==> config.mk <==
export PLATFORM = sky130hd
export DESIGN_NAME = seg7_scan_ctrl
export DESIGN_NICKNAME = d
export VERILOG_FILES = /design/src/rtl/seg7_pkg.sv /design/src/rtl/hex_to_seg7.sv /design/src/rtl/seg7_scan_ctrl.sv
export SDC_FILE = /design/constraint.sdc
export NUM_CORES = 1
export LEC_CHECK = 0
export CORE_MARGIN = 8
export CORE_UTILIZATION = 45
export CTS_CLUSTER_SIZE = 28
export DETAILED_ROUTE_END_ITERATION = 6
export GPL_TIMING_DRIVEN = 0
export PLACE_DENSITY_LB_ADDON = 0.05
export SYNTH_ARGS = -nofsm -noshare
export SYNTH_HDL_FRONTEND = slang
export SYNTH_SLANG_ARGS = --single-unit
==> constraint.sdc <==
create_clock -name clk -period 4.55 [get_ports clk]
set_input_delay 0.6825 -clock clk [delete_from_list [all_inputs] [get_ports clk]]
set_output_delay 0.6825 -clock clk [all_outputs]
set_load 0.01 [all_outputs]
==> src/rtl/seg7_pkg.sv <==
// seg7_pkg: shared definitions for the seven-segment scan controller.
//   HEX_SEG  : 16-entry nibble -> segment table, active-high, bit order {g,f,e,d,c,b,a}
//   SEG_OFF  : active-high "all segments dark" pattern
//   clog2    : ceiling log2 for sizing counters from parameters
package seg7_pkg;

  localparam logic [6:0] SEG_OFF = 7'h00;

  localparam logic [6:0] HEX_SEG [16] = '{
    7'h3F, 7'h06, 7'h5B, 7'h4F,   // 0 1 2 3
    7'h66, 7'h6D, 7'h7D, 7'h07,   // 4 5 6 7
    7'h7F, 7'h6F, 7'h77, 7'h7C,   // 8 9 A b
    7'h39, 7'h5E, 7'h79, 7'h71    // C d E F
  };

  function automatic int clog2(input int value);
    int result;
    result = 0;
    for (int v = value - 1; v > 0; v = v >> 1) begin
      result++;
    end
    return result;
  endfunction

endpackage

==> src/rtl/hex_to_seg7.sv <==
// hex_to_seg7: combinational hex nibble to seven-segment decoder.
//   nibble  : 4-bit hex value
//   pattern : active-high segments {g,f,e,d,c,b,a}
// Output polarity is left to the caller.
module hex_to_seg7
  import seg7_pkg::*;
(
  input  logic [3:0] nibble,
  output logic [6:0] pattern
);

  assign pattern = HEX_SEG[nibble];

endmodule

==> src/rtl/seg7_scan_ctrl.sv <==
// seg7_scan_ctrl: time-multiplexed seven-segment driver.
//   clk        : board clock
//   reset      : asynchronous, active-low
//   data_in    : DIGITS hex nibbles, digit 0 in [3:0] (rightmost)
//   data_valid : one-cycle strobe capturing data_in/lz_blank into the pending register
//   lz_blank   : blank leading zero digits (digit 0 never blanked)
//   seg        : registered segments {g,f,e,d,c,b,a}, polarity set by ACTIVE_LOW
//   an         : registered digit enables, one-hot while lit
//   frame_tick : one-cycle pulse in the first cycle of each digit-0 slot
//   pending    : captured data is waiting for the next frame boundary
// Optional feature macro SEG7_DP_EN adds dp_in[DIGITS-1:0] (captured with
// data_in) and a dp output with the same polarity as seg.
//
// Handshake: data_valid has no back-pressure. Every cycle it is high is
// accepted into the pending register (last write wins); the pending word is
// copied to the display register only on a frame boundary so a frame never
// mixes old and new digits.
module seg7_scan_ctrl
  import seg7_pkg::*;
#(
  parameter int DIGITS     = 4,
  parameter int PRESCALE   = 100000,
  parameter int GUARD      = 16,
  parameter bit ACTIVE_LOW = 1'b1
)(
  input  logic                  clk,
  input  logic                  reset,
  input  logic [4*DIGITS-1:0]   data_in,
  input  logic                  data_valid,
  input  logic                  lz_blank,
  output logic [6:0]            seg,
  output logic [DIGITS-1:0]     an,
  output logic                  frame_tick,
  output logic                  pending
`ifdef SEG7_DP_EN
  ,
  input  logic [DIGITS-1:0]     dp_in,
  output logic                  dp
`endif
);

  localparam int PW = clog2(PRESCALE);
  localparam int IW = (DIGITS > 1) ? clog2(DIGITS) : 1;

  localparam logic [PW-1:0] PRESC_MAX = PW'(PRESCALE - 1);
  localparam logic [IW-1:0] IDX_MAX   = IW'(DIGITS - 1);

  // XOR masks that convert active-high internals to pin polarity.
  localparam logic [6:0]        SEG_POL = {7{ACTIVE_LOW}};
  localparam logic [DIGITS-1:0] AN_POL  = {DIGITS{ACTIVE_LOW}};

  // ---------------------------------------------------------------------------
  // Scan timebase
  // ---------------------------------------------------------------------------
  logic [PW-1:0] presc;
  logic [IW-1:0] idx;
  logic          presc_wrap;
  logic          frame_edge;

  assign presc_wrap = (presc == PRESC_MAX);
  // The edge that returns the index to 0 is the frame boundary.
  assign frame_edge = presc_wrap && (idx == IDX_MAX);

  always_ff @(posedge clk or negedge reset) begin
    if (!reset) begin
      presc <= '0;
      idx   <= '0;
    end else begin
      if (presc_wrap) begin
        presc <= '0;
        idx   <= (idx == IDX_MAX) ? '0 : idx + 1'b1;
      end else begin
        presc <= presc + 1'b1;
      end
    end
  end

  // ---------------------------------------------------------------------------
  // Pending and display registers
  // ---------------------------------------------------------------------------
  logic [4*DIGITS-1:0] pend_nib;
  logic                pend_lz;
  logic [4*DIGITS-1:0] disp_nib;
  logic                disp_lz;
`ifdef SEG7_DP_EN
  logic [DIGITS-1:0]   pend_dp;
  logic [DIGITS-1:0]   disp_dp;
`endif

  always_ff @(posedge clk or negedge reset) begin
    if (!reset) begin
      pend_nib   <= '0;
      pend_lz    <= 1'b0;
      disp_nib   <= '0;
      disp_lz    <= 1'b0;
      pending    <= 1'b0;
      frame_tick <= 1'b0;
`ifdef SEG7_DP_EN
      pend_dp    <= '0;
      disp_dp    <= '0;
`endif
    end else begin
      frame_tick <= frame_edge;
      // Commit uses the value already pending; a strobe on the same edge
      // becomes the next pending value.
      if (frame_edge && pending) begin
        disp_nib <= pend_nib;
        disp_lz  <= pend_lz;
`ifdef SEG7_DP_EN
        disp_dp  <= pend_dp;
`endif
      end
      if (data_valid) begin
        pend_nib <= data_in;
        pend_lz  <= lz_blank;
        pending  <= 1'b1;
`ifdef SEG7_DP_EN
        pend_dp  <= dp_in;
`endif
      end else if (frame_edge) begin
        pending  <= 1'b0;
      end
    end
  end

  // ---------------------------------------------------------------------------
  // Leading-zero blanking: walk down from the most significant digit while
  // every digit seen so far is zero.
  // ---------------------------------------------------------------------------
  logic [DIGITS-1:0] digit_nz;
  logic [DIGITS-1:0] blank;
  logic              upper_zero;

  always_comb begin
    digit_nz   = '0;
    blank      = '0;
    upper_zero = 1'b1;
    for (int k = 0; k < DIGITS; k++) begin
`ifdef SEG7_DP_EN
      digit_nz[k] = (|disp_nib[4*k +: 4]) | disp_dp[k];
`else
      digit_nz[k] = |disp_nib[4*k +: 4];
`endif
    end
    for (int k = DIGITS - 1; k >= 1; k--) begin
      upper_zero = upper_zero & ~digit_nz[k];
      blank[k]   = disp_lz & upper_zero;
    end
  end

  // ---------------------------------------------------------------------------
  // Current-digit selection
  // ---------------------------------------------------------------------------
  logic [3:0]        cur_nib;
  logic              cur_blank;
  logic [DIGITS-1:0] cur_onehot;
`ifdef SEG7_DP_EN
  logic              cur_dp;
`endif

  always_comb begin
    cur_nib    = '0;
    cur_blank  = 1'b0;
    cur_onehot = '0;
`ifdef SEG7_DP_EN
    cur_dp     = 1'b0;
`endif
    for (int k = 0; k < DIGITS; k++) begin
      if (idx == IW'(k)) begin
        cur_nib       = disp_nib[4*k +: 4];
        cur_blank     = blank[k];
        cur_onehot[k] = 1'b1;
`ifdef SEG7_DP_EN
        cur_dp        = disp_dp[k];
`endif
      end
    end
  end

  logic [6:0] cur_pattern;

  hex_to_seg7 u_dec (
    .nibble  (cur_nib),
    .pattern (cur_pattern)
  );

  // Anodes stay dark for the first GUARD cycles of each slot so the previous
  // digit's segments cannot ghost onto the new anode.
  logic in_guard;

  generate
    if (GUARD > 0) begin : g_guard
      assign in_guard = (presc < PW'(GUARD));
    end else begin : g_no_guard
      assign in_guard = 1'b0;
    end
  endgenerate

  logic [6:0]        seg_hi;
  logic [DIGITS-1:0] an_hi;

  always_comb begin
    seg_hi = cur_blank ? SEG_OFF : cur_pattern;
    an_hi  = (in_guard || cur_blank) ? '0 : cur_onehot;
  end

  // ---------------------------------------------------------------------------
  // Registered pin drivers
  // ---------------------------------------------------------------------------
  always_ff @(posedge clk or negedge reset) begin
    if (!reset) begin
      seg <= SEG_OFF ^ SEG_POL;
      an  <= AN_POL;
`ifdef SEG7_DP_EN
      dp  <= ACTIVE_LOW;
`endif
    end else begin
      seg <= seg_hi ^ SEG_POL;
      an  <= an_hi ^ AN_POL;
`ifdef SEG7_DP_EN
      dp  <= (cur_dp & ~cur_blank) ^ ACTIVE_LOW;
`endif
    end
  end

endmodule

==> impl_metrics.tcl <==
set metrics [dict create \
    status "complete, no violations" \
    netlist_area_mm2 0.003169 \
    grt-ovfl-total 0 \
    r2r-start "idx[0]$_DFFE_PN0N_" \
    setup-tns-final_ps 0 \
    nets 326 \
    path_class "reg2reg" \
    cts_sinks 66 \
    yosys.cell_count.top_type "dfrtp_1" \
    cp-end-kind "flop" \
    pin_count 33 \
    antenna_found_initial 0 \
    avgSynthCellArea_um2 12.53 \
    power_leakage_nw 1.689 \
    initialDrtViolationCount 34 \
    whs_ps 434.6 \
    seqPwrFrac 0.526 \
    rr_endpoint "seg[2]$_DFF_PN1_" \
    pwr-share-clk 0.435 \
    clk_latency_ps 330 \
    ys.flop_type "dfrtp_1" \
    critPathSlowestCell "a221oi_1" \
    firstDrtPassIters 4 \
    die-area_mm2 0.009984 \
    grt_pass1_vias 2118 \
    io_buffers 31 \
    relSlewSlack 0.4271 \
    period_minus_slack_ps 2983 \
    syn_to_final_growth_pct 19.98 \
    cts_tree "built" \
    setup_viol 0 \
    ctsLongestPathBuffers 2 \
    core.rowCount 30 \
    chipHeight_um 99.92 \
    grt_max_degree 67 \
    gp_congestion 0.7490 \
    post_drt_via_cell_ratio 5.235 \
    cts_root_buf "clkbuf_8" \
    max-cap-violations 0 \
    slowest_delay_ps 750 \
    synth_seq_cells 66 \
    mappedNetlistNets 284 \
    p_sw_mw 0.2478 \
    antenna_left 0 \
    power_density_mw_per_mm2 304.9 \
    dieWidth_um 99.92 \
    diodes 0 \
    postCtsSetupBuffers 0 \
    numCtsBuffers 9 \
    start_util 0.4665 \
    rsz0062_at_grt "false" \
    hold_viol 0 \
    path_delay_family "compound AO/OA/AOI/OAI gates" \
    sw_frac_of_total 0.2138 \
    hold_path_class "in2async" \
    setup.worst_path.start_class "flop" \
    maxSlewViolCount 0 \
    grt_pass1_wl_um 10420 \
    yosysTopAreaCellShare 0.4343 \
    wl_um 5983 \
    cts_hold_buffers 0 \
    grt_usage 0.1313 \
    ys_warn_count 0 \
    clock-skew-final_ps 7.801 \
    yosysSeqAreaShare 0.5255 \
    worst-path-buf-inv 3 \
    r2r_cells 8 \
    yosys-top-cells-area "dfrtp_1, mux2_2, dfstp_2" \
    synth_edf_count 0 \
    synth.largest_area_cell "dfrtp_1" \
    r2r_setup_slack_ps 1570 \
    intPower_mw 0.9114 \
    worst-path-stages 8 \
    clk_pin_slew_ps 70 \
    tightest_slew_ps 859.4 \
    synth_cell_types 51 \
    crit_fanout 10 \
    vias 2073 \
    cp_cell_sequence "ha_1 -> clkbuf_1 -> buf_2 -> a211oi_1 -> a221oi_1 -> inv_1 -> ha_1 -> o311ai_0" \
    cp.required_ps 4770 \
    fmax_ghz 0.3352 \
    route.detailed.drc 0 \
    synth-async-reset-ratio 1.000 \
    comb_power_share 0.039 \
    hpwlAfterDp_um 4165 \
    vdd_ir_drop_max_uv 161.1 \
    layout-drive-gt1-share 0.2533 \
    cpMostUsedCell "ha_1" \
    core_mm2 0.006794 \
    dp_cells 380 \
    syn_inst 253 \
    cts_max_level 3 \
    wl_per_cell_um 15.11 \
    instances_no_fill 396 \
    period_share 0.6556 \
    fillers 604 \
    synth_commonest_cells "dfrtp_1, mux2_2, nand2_1" \
    cts_resized 0 \
    crit_arrival_ps 3210 \
]
[per-layer routing]
| metal | routed length [µm] | up-vias | GRT usage |
|---|---|---|---|
| met5 | 0 | - | 0 |
| met4 | 114 | 0 | 0.06519 |
| met3 | 251 | 10 | 0.03668 |
| met2 | 2643 | 31 | 0.1909 |
| met1 | 2973 | 1034 | 0.1743 |
| li1 | - | 998 | - |
[sequential cells by signal (all words and copies together) (netlist names)]
register / flops
disp_lz: 1
presc: 17
an: 4
pending: 1
idx: 2
frame_tick: 1
pend_nib: 16
seg: 7
disp_nib: 16
pend_lz: 1
[worst max path at each step]
stage,start,end,slack [ps]
5_1_grt,idx[0]$_DFFE_PN0N_,seg[2]$_DFF_PN1_,1280
3_5_place_dp,idx[0]$_DFFE_PN0N_,seg[2]$_DFF_PN1_,1540
3_3_place_gp,reset,pend_nib[9]$_DFFE_PN0P_,610
6_report,idx[0]$_DFFE_PN0N_,seg[2]$_DFF_PN1_,1570
4_1_cts,idx[0]$_DFFE_PN0N_,seg[2]$_DFF_PN1_,1510
2_1_floorplan,idx[0]$_DFFE_PN0N_,seg[2]$_DFF_PN1_,2170
[worst register-to-register path, delay by kind of cell (launching register included)]
family | cells | cell delay, ps
adder cells (fa/ha/maj) | 2 | 490
buffers and inverters | 3 | 780
flip-flops | 1 | 430
AO/OA/AOI/OAI | 3 | 1190
[cell families after synthesis]
| logic type | share of synthesized area |
|---|---|
| buf+inv | 0.02171 |
| xor+xnor | 0.03593 |
| mux | 0.1571 |
| compound gates | 0.06554 |
| fa+ha+maj | 0.04343 |
| simple gates | 0.1508 |
| flops | 0.5255 |
[layout make-up]
cell class | instances | area [µm²] | share of cell area
Buffer | 8 | 42.54 | 0.01119
Clock buffer | 12 | 155.1 | 0.04080
Clock inverter | 4 | 50.05 | 0.01316
Inverter | 7 | 26.28 | 0.006910
Multi-Input combinational cell | 172 | 1435 | 0.3774
Sequential cell | 66 | 1665 | 0.4380
Tap cell | 96 | 120.1 | 0.03159
Timing Repair Buffer | 31 | 307.8 | 0.08095
[power groups by stage]
stage / clock network [mW] / registers [mW] / logic, mW
after floorplan: 0 / 0.618 / 0.0186
after global placement: 0 / 0.621 / 0.0465
after detailed placement: 0 / 0.621 / 0.0472
after CTS: 0.514 / 0.610 / 0.0472
after global routing: 0.541 / 0.612 / 0.0514
final: 0.504 / 0.610 / 0.0455
[stage by stage]
| step | utilization | power, mW | area (µm²) | setup WS (ps) |
|---|---|---|---|---|
| final | 0.5597 | 1.159 | 3802 | 1567 |
| after global routing | 0.5597 | 1.204 | 3802 | 1282 |
| after CTS | 0.5597 | 1.172 | 3802 | 1512 |
| after detailed placement | 0.5295 | 0.6683 | 3597 | 1544 |
| after global placement | 0.5298 | 0.6671 | 3600 | 609.8 |
| after floorplan | - | 0.6367 | 3169 | 2168 |
[cell usage in the layout, fill, tap and decap left out, types with 4 or more instances in the layout]
cell type and instances:
nand3_1 10, nor3b_1 4, mux2_4 11, and3_1 4, dfstp_2 11, dfrtp_1 55, mux2_2 26, nand3b_1 4
ha_1 11, clkbuf_8 11, a21oi_1 5, nand4_1 6, nor3_1 6, nor2_1 12, xnor2_1 4, xor2_1 9
mux2i_1 4, nand2_1 18, clkdlybuf4s50_1 30, inv_1 7
Note: power is estimated with default switching activity, not from simulation.
